`config.mk`:
```
export PLATFORM = sky130hd
export DESIGN_NAME = uart_tx_engine_flat
export DESIGN_NICKNAME = d
export VERILOG_FILES = /design/src/rtl/uart_pkg.sv /design/src/rtl/uart_tx_engine_if.sv /design/src/rtl/uart_tx_shifter.sv /design/src/rtl/uart_tx_engine.sv /design/src/flat_wrapper.sv
export SDC_FILE = /design/constraint.sdc
export NUM_CORES = 1
export LEC_CHECK = 0
export ABC_AREA = 1
export CAP_MARGIN = 25
export CORE_MARGIN = 2
export CORE_UTILIZATION = 30
export DETAILED_ROUTE_END_ITERATION = 10
export GPL_TIMING_DRIVEN = 1
export SLEW_MARGIN = 30
export SYNTH_ARGS = -nofsm -noshare
export SYNTH_HDL_FRONTEND = slang
export SYNTH_SLANG_ARGS = --single-unit
```
`constraint.sdc`:
```
create_clock -name PCLK -period 2.4 [get_ports PCLK]
set_input_delay 0.48 -clock PCLK [delete_from_list [all_inputs] [get_ports PCLK]]
set_output_delay 0.48 -clock PCLK [all_outputs]
set_load 0.01 [all_outputs]
```
`src/rtl/uart_pkg.sv`:
```
// Shared UART types and helpers for the transmit and receive paths.
// Latency: n/a (types and constants only).
// Backpressure: n/a.
package uart_pkg;

   localparam int UART_DATA_W   = 8;
   localparam int UART_MIN_BITS = 5;

   typedef enum logic [2:0] {
      TX_IDLE,
      TX_START,
      TX_DATA,
      TX_PARITY,
      TX_STOP_0,
      TX_STOP_1
   } tx_state_e;

   // Per-frame line format, captured when a frame starts.
   typedef struct packed {
      logic [3:0] nbits;
      logic       parity_en;
      logic       parity_odd;
      logic       stop_twice;
   } frame_cfg_t;

   // Limit a requested data-bit count to the range the datapath supports.
   function automatic logic [3:0] clamp_bits(input logic [3:0] req, input int lo, input int hi);
      if (int'(req) < lo)
         return 4'(lo);
      else if (int'(req) > hi)
         return 4'(hi);
      else
         return req;
   endfunction

endpackage

```
`src/rtl/uart_tx_engine_if.sv`:
```
// Control, FIFO and line signals of the UART transmit engine.
// Latency: n/a (wiring only).
// Backpressure: FIFO side uses show-ahead data with a pop strobe from the engine.
// Ports: master = CPU/FIFO/pad side, slave = transmit engine.
interface uart_tx_if
   import uart_pkg::*;
#(
   parameter int DATA_W = UART_DATA_W
);
   logic              baud_tick;
   logic              tx_en;
   logic [3:0]        data_bits;
   logic              parity_en;
   logic              parity_odd;
   logic              stop_bit_twice;
   logic              fifo_empty;
   logic [DATA_W-1:0] fifo_rdata;
   logic              fifo_pop;
   logic              txd;
   logic              tx_busy;
   logic              tx_done;

   modport master (
      output baud_tick, tx_en, data_bits, parity_en, parity_odd, stop_bit_twice,
             fifo_empty, fifo_rdata,
      input  fifo_pop, txd, tx_busy, tx_done
   );

   modport slave (
      input  baud_tick, tx_en, data_bits, parity_en, parity_odd, stop_bit_twice,
             fifo_empty, fifo_rdata,
      output fifo_pop, txd, tx_busy, tx_done
   );
endinterface

```
`src/rtl/uart_tx_shifter.sv`:
```
// Frame datapath: shift register, data-bit counter, parity accumulator and latched frame format.
// Latency: load/shift take effect on the next PCLK edge; outputs are registered state.
// Backpressure: none; driven entirely by the transmit FSM's load and shift strobes.
// Ports: load/word/cfg_in start a frame, shift_en advances one data bit;
//        data_bit, parity_bit, last_bit, parity_en, stop_twice feed the FSM.
module uart_tx_shifter
   import uart_pkg::*;
#(
   parameter int DATA_W   = UART_DATA_W,
   parameter int MIN_BITS = UART_MIN_BITS
) (
   input  logic              PCLK,
   input  logic              PRESETn,
   input  logic              load,
   input  logic              shift_en,
   input  logic [DATA_W-1:0] word,
   input  frame_cfg_t        cfg_in,
   output logic              data_bit,
   output logic              parity_bit,
   output logic              last_bit,
   output logic              parity_en,
   output logic              stop_twice
);

   logic [DATA_W-1:0] shift_q;
   logic [3:0]        cnt_q;
   logic              acc_q;
   logic              last_q;
   frame_cfg_t        cfg_q;
   logic [3:0]        nbits_load;

   assign nbits_load = clamp_bits(cfg_in.nbits, MIN_BITS, DATA_W);

   always_ff @(posedge PCLK or negedge PRESETn) begin
      if (!PRESETn) begin
         shift_q <= '0;
         cnt_q   <= '0;
         acc_q   <= 1'b0;
         last_q  <= 1'b0;
         cfg_q   <= '0;
      end else if (load) begin
         shift_q <= word;
         cnt_q   <= '0;
         acc_q   <= 1'b0;
         last_q  <= (nbits_load == 4'd1);
         cfg_q   <= '{nbits: nbits_load, parity_en: cfg_in.parity_en,
                      parity_odd: cfg_in.parity_odd, stop_twice: cfg_in.stop_twice};
      end else if (shift_en) begin
         shift_q <= shift_q >> 1;
         acc_q   <= acc_q ^ shift_q[0];
         cnt_q   <= cnt_q + 4'd1;
         // Flag marks that the bit now on the line is the final data bit.
         last_q  <= ((cnt_q + 4'd2) == cfg_q.nbits);
      end
   end

   assign data_bit   = shift_q[0];
   assign parity_bit = acc_q ^ cfg_q.parity_odd;
   assign last_bit   = last_q;
   assign parity_en  = cfg_q.parity_en;
   assign stop_twice = cfg_q.stop_twice;

endmodule

```
`src/rtl/uart_tx_engine.sv`:
```
// UART transmit engine: prefetches FIFO words into a hold register and serialises them onto txd.
// Latency: frame starts on the first baud tick after a word is held; txd lags each deciding tick edge by 1 PCLK.
// Backpressure: pops only while tx_en and the hold register is free; held word makes frames gapless.
// Ports: PCLK, PRESETn (async, active-low); bus.slave carries tick, config, FIFO and line signals.
module uart_tx_engine
   import uart_pkg::*;
#(
   parameter int DATA_W   = UART_DATA_W,
   parameter int MIN_BITS = UART_MIN_BITS
) (
   input  logic     PCLK,
   input  logic     PRESETn,
   uart_tx_if.slave bus
);

   tx_state_e         state_q, state_d;
   logic [DATA_W-1:0] hold_q;
   logic              hold_vld_q;
   logic              txd_q, txd_d;
   logic              done_q;
   logic              pop;
   logic              load;
   logic              shift_en;
   logic              eof;
   frame_cfg_t        cfg_in;
   logic              data_bit, parity_bit, last_bit, cfg_parity_en, cfg_stop_twice;

   assign cfg_in = '{nbits: bus.data_bits, parity_en: bus.parity_en,
                     parity_odd: bus.parity_odd, stop_twice: bus.stop_bit_twice};

   // Prefetch uses the registered hold flag, so a pop can never coincide with a load.
   assign pop = bus.tx_en & ~bus.fifo_empty & ~hold_vld_q;

   uart_tx_shifter #(.DATA_W(DATA_W), .MIN_BITS(MIN_BITS)) u_shifter (
      .PCLK       (PCLK),
      .PRESETn    (PRESETn),
      .load       (load),
      .shift_en   (shift_en),
      .word       (hold_q),
      .cfg_in     (cfg_in),
      .data_bit   (data_bit),
      .parity_bit (parity_bit),
      .last_bit   (last_bit),
      .parity_en  (cfg_parity_en),
      .stop_twice (cfg_stop_twice)
   );

   always_comb begin
      state_d  = state_q;
      txd_d    = 1'b1;
      load     = 1'b0;
      shift_en = 1'b0;
      eof      = 1'b0;
      case (state_q)
         TX_IDLE: begin
            if (bus.baud_tick && hold_vld_q) begin
               load    = 1'b1;
               state_d = TX_START;
            end
         end
         TX_START: begin
            txd_d = 1'b0;
            if (bus.baud_tick) state_d = TX_DATA;
         end
         TX_DATA: begin
            txd_d = data_bit;
            if (bus.baud_tick) begin
               shift_en = 1'b1;
               if (last_bit) state_d = cfg_parity_en ? TX_PARITY : TX_STOP_0;
            end
         end
         TX_PARITY: begin
            txd_d = parity_bit;
            if (bus.baud_tick) state_d = TX_STOP_0;
         end
         TX_STOP_0: begin
            if (bus.baud_tick) begin
               if (cfg_stop_twice) state_d = TX_STOP_1;
               else                eof     = 1'b1;
            end
         end
         TX_STOP_1: begin
            if (bus.baud_tick) eof = 1'b1;
         end
         default: state_d = TX_IDLE;
      endcase
      // A word already held at end of frame goes straight into a new start bit.
      if (eof) begin
         if (hold_vld_q) begin
            load    = 1'b1;
            state_d = TX_START;
         end else begin
            state_d = TX_IDLE;
         end
      end
   end

   always_ff @(posedge PCLK or negedge PRESETn) begin
      if (!PRESETn) begin
         state_q    <= TX_IDLE;
         hold_q     <= '0;
         hold_vld_q <= 1'b0;
         txd_q      <= 1'b1;
         done_q     <= 1'b0;
      end else begin
         state_q <= state_d;
         txd_q   <= txd_d;
         done_q  <= eof;
         if (pop) begin
            hold_q     <= bus.fifo_rdata;
            hold_vld_q <= 1'b1;
         end else if (load) begin
            hold_vld_q <= 1'b0;
         end
      end
   end

   assign bus.fifo_pop = pop;
   assign bus.txd      = txd_q;
   assign bus.tx_done  = done_q;
   assign bus.tx_busy  = (state_q != TX_IDLE) | hold_vld_q;

endmodule

```
`src/flat_wrapper.sv`:
```
// flat-port wrapper written by rule: the top's interface ports become plain ports
module uart_tx_engine_flat import uart_pkg::*;
#(
   parameter int DATA_W   = UART_DATA_W,
   parameter int MIN_BITS = UART_MIN_BITS
)
  (PCLK, PRESETn, bus_baud_tick, bus_tx_en, bus_data_bits, bus_parity_en, bus_parity_odd, bus_stop_bit_twice, bus_fifo_empty, bus_fifo_rdata, bus_fifo_pop, bus_txd, bus_tx_busy, bus_tx_done);
  uart_tx_if #(.DATA_W(DATA_W)) bus_i ();
  input  logic PCLK;
  input  logic PRESETn;
  input wire logic [$bits(bus_i.baud_tick)-1:0] bus_baud_tick;
  input wire logic [$bits(bus_i.tx_en)-1:0] bus_tx_en;
  input wire logic [$bits(bus_i.data_bits)-1:0] bus_data_bits;
  input wire logic [$bits(bus_i.parity_en)-1:0] bus_parity_en;
  input wire logic [$bits(bus_i.parity_odd)-1:0] bus_parity_odd;
  input wire logic [$bits(bus_i.stop_bit_twice)-1:0] bus_stop_bit_twice;
  input wire logic [$bits(bus_i.fifo_empty)-1:0] bus_fifo_empty;
  input wire logic [$bits(bus_i.fifo_rdata)-1:0] bus_fifo_rdata;
  output wire logic [$bits(bus_i.fifo_pop)-1:0] bus_fifo_pop;
  output wire logic [$bits(bus_i.txd)-1:0] bus_txd;
  output wire logic [$bits(bus_i.tx_busy)-1:0] bus_tx_busy;
  output wire logic [$bits(bus_i.tx_done)-1:0] bus_tx_done;
  assign bus_i.baud_tick = bus_baud_tick;
  assign bus_i.tx_en = bus_tx_en;
  assign bus_i.data_bits = bus_data_bits;
  assign bus_i.parity_en = bus_parity_en;
  assign bus_i.parity_odd = bus_parity_odd;
  assign bus_i.stop_bit_twice = bus_stop_bit_twice;
  assign bus_i.fifo_empty = bus_fifo_empty;
  assign bus_i.fifo_rdata = bus_fifo_rdata;
  assign bus_fifo_pop = bus_i.fifo_pop;
  assign bus_txd = bus_i.txd;
  assign bus_tx_busy = bus_i.tx_busy;
  assign bus_tx_done = bus_i.tx_done;
  uart_tx_engine #(.DATA_W(DATA_W), .MIN_BITS(MIN_BITS)) u_core (.PCLK(PCLK), .PRESETn(PRESETn), .bus(bus_i));
endmodule
```
==> results by group <==
Cells and area
  – Area Overhead vs Synth: 24.7%
  – Share of layout cells above drive strength 1: 10.2%
  – NumNets Final: between 200 and 300
  – Commonest non-fill, non-tap cell in the layout: nand2_1
  – Post-route insts no fill: between 300 and 400
  – Final instance area: ~2200 µm²
  – Multi-input combinational cell area: 738 µm²
  – Final core utilization: about two fifths
  – Storage cell area: about 880 µm²
  – Ant. Diodes: 0
  – Commonest non-fill, non-tap cells in the layout: nand2_1 (87), dfrtp_1 (34), nand3_1 (28)
  – Fill cell count: 592

Clocking
  – Post-CTS Resized: 0
  – H-tree lvl count: 2
  – Root Driver: clkbuf_8
  – CTS Sinks: 35
  – CTS Buffer Depth: 2
  – CTS tree: built
  – Setup bufs post-CTS: 0
  – Hold buffer count at cts: 0
  – Clock slew at reported path FFs: around 70 ps
  – CTS Buf Count: 5
  – Clk Latency, worst-skew pair: a little under 300 ps

Power
  – Peak supply drop: approximately 370 µV
  – Pwr dens: around 1200 nW/µm²
  – Post-route total power: approximately 2.5 mW
  – Pleak: approximately 1.1 nW

Yosys
  – Sequential fraction of the synthesis area: a little over 50%
  – Post-Syn Area: 1720 µm²
  – Synth area leaders: dfrtp_1 (49%), nand2_1 (19%), nand3_1 (8.1%)
  – Flops & latches, synth: 35
  – Netlist cell types: 25
  – Mapped Cells: ~220
  – Cell taking the most area after synthesis: dfrtp_1
  – Share of the synthesized area in the top cell type: 49.3%
  – Syn_area_per_cell: about 8 µm²
  – Ys Warns: 0
  – Syn_nets: approximately 240

Timing
  – TNS Setup: 0 ps
  – Final clock skew: between 3 and 4 ps
  – FMAX: about 450 MHz
  – Setup violations, final: 0
  – Hold Vio Cnt, Final: 0
  – Worst-Margin Slew: 444 ps
  – Relative slew slack: between 70% and 80%
  – RSZ-0062 raised after global routing: no
  – Part of the cycle the worst path needs: a little over nine tenths
  – Worst setup margin: roughly 150 ps
  – Hold WS: about 470 ps
  – Final Slew Violations: 0
  – Final min period: 2250 ps

Critical path
  – Startpoint types: primary input
  – Critical path endpoint category: output pin
  – Worst Path Required: 1920 ps
  – Crit-path max FO: 5
  – WP data arrival: 1770 ps
  – Setup CP Type: in2out

Floorplanning
  – Height of the die: between 70 and 80 µm
  – Die Wd: between 70 and 80 µm
  – Total die area: roughly 6400 µm²
  – Ports: 24
  – Starting Density: around 31%
  – Core ar.: 5540 µm²
  – Row cnt: 27

Placed design
  – Global placer's final weighted congestion: 0.846
  – Instance area at placement: 2030 µm²
  – Port Buffers: 23
  – Pre-CTS setup slack: ~65 ps
  – Cells after DPL: approximately 310
  – DPL Wire Length: between 2000 and 2500 µm

Global route
  – Overflow after GRT: 0
  – First-pass GRT wire length: between 6000 and 7000 µm
  – Vias in the first global route: about 1.4k
  – GRT Total Usage: a little under an eighth
  – Largest net degree at the start of global routing: 36
  – Initial antenna violation count: 0

Drt
  – Post-route ant nets: 0
  – Via count: 1400
  – Routed WL: 3210 µm
  – Per-cell routed wire length: around 10 µm
  – Initial DRC Count: ~70
  – Router iterations before antenna repair: 5
  – # DRC: 0
  – Via/cell ratio: about 4.4

Worst hold path
  – Tightest Hold Check Type: reg2reg

Run
  – Maxcap violations: 0

Outcome
  – Run status: completed
worst paths after layout:
kind	startpoint	endpoint	slack, ps	depth (start not counted)
min in group asynchronous	PRESETn	u_core.u_shifter.parity_en	600	2
max	bus_fifo_empty	bus_fifo_pop	150	3
min	u_core.hold_q[1]	u_core.hold_q[1]	470	2
min reg2reg	u_core.hold_q[1]	u_core.hold_q[1]	470	2
max in group asynchronous	PRESETn	u_core.bus.txd	1450	2
max reg2reg	u_core.state_q[1]	u_core.u_shifter.cnt_q[2]	850	7
metal layers:
metal	GRT usage, %	up-vias	share of wire, %	routed length [µm]
met5	0	-	0	0
met4	4.92	0	2.1	67
met3	3.51	7	3.3	107
met2	19.7	25	46	1480
met1	14.7	627	48	1550
li1	-	741	-	-
area by class of cell:
class / instances / area share, %
multi-input combinational: 155 / 34.3
timing repair buffer: 26 / 11.8
inverter: 20 / 3.49
clock buffer: 6 / 3.84
tap: 72 / 4.19
clock inverter: 2 / 1.63
sequential: 35 / 40.8
worst max-delay path, cell delays in order:
cell	delay [ps]
clkdlybuf4s50_1	440
nor3_4	260
clkdlybuf4s50_1	590
logic make-up (layout without fill, tap and decap cells):
group	Yosys count	count (layout)	synth area share (%)
xor gates and xnor gates	6	6	3.05
and+or+nand+nor	133	133	33.3
AOI/OAI and AO/OA	14	14	4.64
DFF	35	35	50.9
buffers and inverters	25	54	6.68
adders and majority gates	2	2	1.45
power by group:
group / leakage (nW) / switching (mW) / internal, mW
sequential: 0.444 / 0.198 / 0.851
combinational: 0.587 / 0.532 / 0.377
clock: 0.0612 / 0.214 / 0.336
cell usage after synthesis (all sizes together):
master / n
a21oi: 4
buf: 5
dfrtp: 34
dfstp: 1
ha: 2
inv: 20
nand2: 88
nand3: 29
nand4: 4
nor2: 11
nor3: 1
o2111ai: 1
o211ai: 1
o21ai: 8
xnor2: 4
xor2: 2
sequential cells by signal, indices dropped and copies added (netlist names):
| register | count |
|---|---|
| u_core.bus.tx_done | 1 |
| u_core.bus.txd | 1 |
| u_core.hold_q | 8 |
| u_core.hold_vld_q | 1 |
| u_core.state_q | 3 |
| u_core.u_shifter.acc_q | 1 |
| u_core.u_shifter.cfg_q | 5 |
| u_core.u_shifter.cnt_q | 4 |
| u_core.u_shifter.last_bit | 1 |
| u_core.u_shifter.parity_en | 1 |
| u_core.u_shifter.shift_q | 8 |
| u_core.u_shifter.stop_twice | 1 |
Power figures use the tool's default switching activity.
==> variant (same settings) <==
Set the package constant `UART_DATA_W` to 7 (it was 8).
--- a/src/rtl/uart_pkg.sv
+++ b/src/rtl/uart_pkg.sv
@@ -5,3 +5,3 @@
 
-   localparam int UART_DATA_W   = 8;
+   localparam int UART_DATA_W   = 7;
    localparam int UART_MIN_BITS = 5;
Interface: changed (resized bus_fifo_rdata); port bits go from 24 to 23. The function was not compared with the original's and may differ.
==> variant against the original RTL <==
Total power decreased by 2.1%. Via count shrank 8.5%. Global-route usage fell by 0.22 points. Sequential cell count is 2 lower. Sequential share of layout area is 1.4 points lower. Setup slack gained 0.084 ns. Fmax rose by 3.9%. Hold slack gained 0.0037 ns. Synthesized area shrank 3.5%. Clock skew grew 0.00056 ns. Routed wire length shrank 3.6%. Core utilization fell by 0.20 points. Final area fell by 2.3%. Critical path type unchanged. Largest cell class unchanged.
==> variant: results (changes against the original RTL) <==
metric	value	unit	change
top post-synthesis cells by area	dfrtp_1, nand2_1, nand3_1, nand2_2, inv_1		
synthesized net count	216		-8.9%
min-delay src	u_core.u_shifter.shift_q[6]		
1st-iter DRT viols	48		-32%
Total GRT Usage	11.8	%	-0.22 points
final net count	245		-7.5%
drt pass-1 iters	3		-2
top flop regs	u_core.hold_q: 7 flops, u_core.u_shifter.shift_q: 7 flops, u_core.u_shifter.cfg_q: 5 flops		
status	completed		
synth unique cells	27		+8.0%
sequential-to-total area share from yosys stat	49.7	%	-1.2 points
fill count	562		-5.1%
Post-DP HPWL	2180	um	-5.3%
Critical Path Source	bus_tx_en		
Post-synth top cells	nand2_1, dfrtp_1, nand3_1		
via count	1281		-8.5%
gp weighted congestion	0.804		-4.9%
final WL	3100	um	-3.6%
CTS H-tree lvls	2		unchanged
Leak	0.00104	uW	-5.1%
first-pass GRT wire length	5750	um	-4.3%
largest net degree at the start of global routing	34		-5.6%
Synth warnings	0		unchanged
placed cell area	1970	um2	-3.0%
Peak supply drop	0.000407	V	+9.9%
final hold slack	0.478	ns	+0.00371 ns
critical path arrival	1.68	ns	-0.09 ns
slowest stage delay, CP	0.57	ns	-0.02 ns
critical-path maximum fanout	2		-3
number of port buffers	22		-4.3%
## variant: metrics by stage
step           util (%)  setup WS [ns]  power [uW]  std cells
2_1_floorplan         -           1.02        1620        195
3_3_place_gp       36.2          0.207        1840        289
3_5_place_dp       36.2          0.211        1850        289
4_1_cts            38.6          0.207        2490        297
5_1_grt            38.6          0.166        2680        297
6_report           38.6          0.237        2450        297
## variant: kinds of logic after synthesis
logic type,share of synthesized area (%)
AOI/OAI and AO/OA,5.71
buffers and inverters,5.34
and+or+nand+nor,34.1
xor gates and xnor gates,3.68
adders and majority gates,1.50
DFF,49.7
## variant: layout make-up
class | count | area [um2] | area share, %
flip-flops and latches | 33 | 827 | 39.4
multi-input cells | 143 | 748 | 35.6
repair buffers | 24 | 235 | 11.2
well taps | 72 | 90.1 | 4.29
clock buffers | 5 | 68.8 | 3.28
inverters | 17 | 66.3 | 3.16
clock inverters | 3 | 65.1 | 3.10
## variant: worst paths after layout
path / end / depth (start not counted)
setup / recovery: bus_fifo_pop / 4
hold / removal: u_core.u_shifter.shift_q[6] / 2
setup reg to reg: u_core.u_shifter.cnt_q[3] / 6
hold reg to reg: u_core.u_shifter.shift_q[6] / 2
max in group asynchronous: u_core.bus.txd / 2
min in group asynchronous: u_core.u_shifter.acc_q / 2
## variant: power breakdown
part           total (uW)  leakage (uW)  switching (uW)  internal [uW]
clock network         623     0.0000681             210            413
logic                 858      0.000552             506            351
registers             974      0.000417             190            784
total                2450       0.00104             906           1550
## variant: routing by layer
metal,up-vias,track usage [%],wire length (um)
li1,670,-,-
met1,582,14.9,1580
met2,24,18.7,1310
met3,5,3.68,154
met4,0,4.74,53
met5,-,0,0
## variant: worst max-delay path, delay by kind of cell
family,cells,cell delay (ns)
buf+inv,3,1.06
simple gates,1,0.14
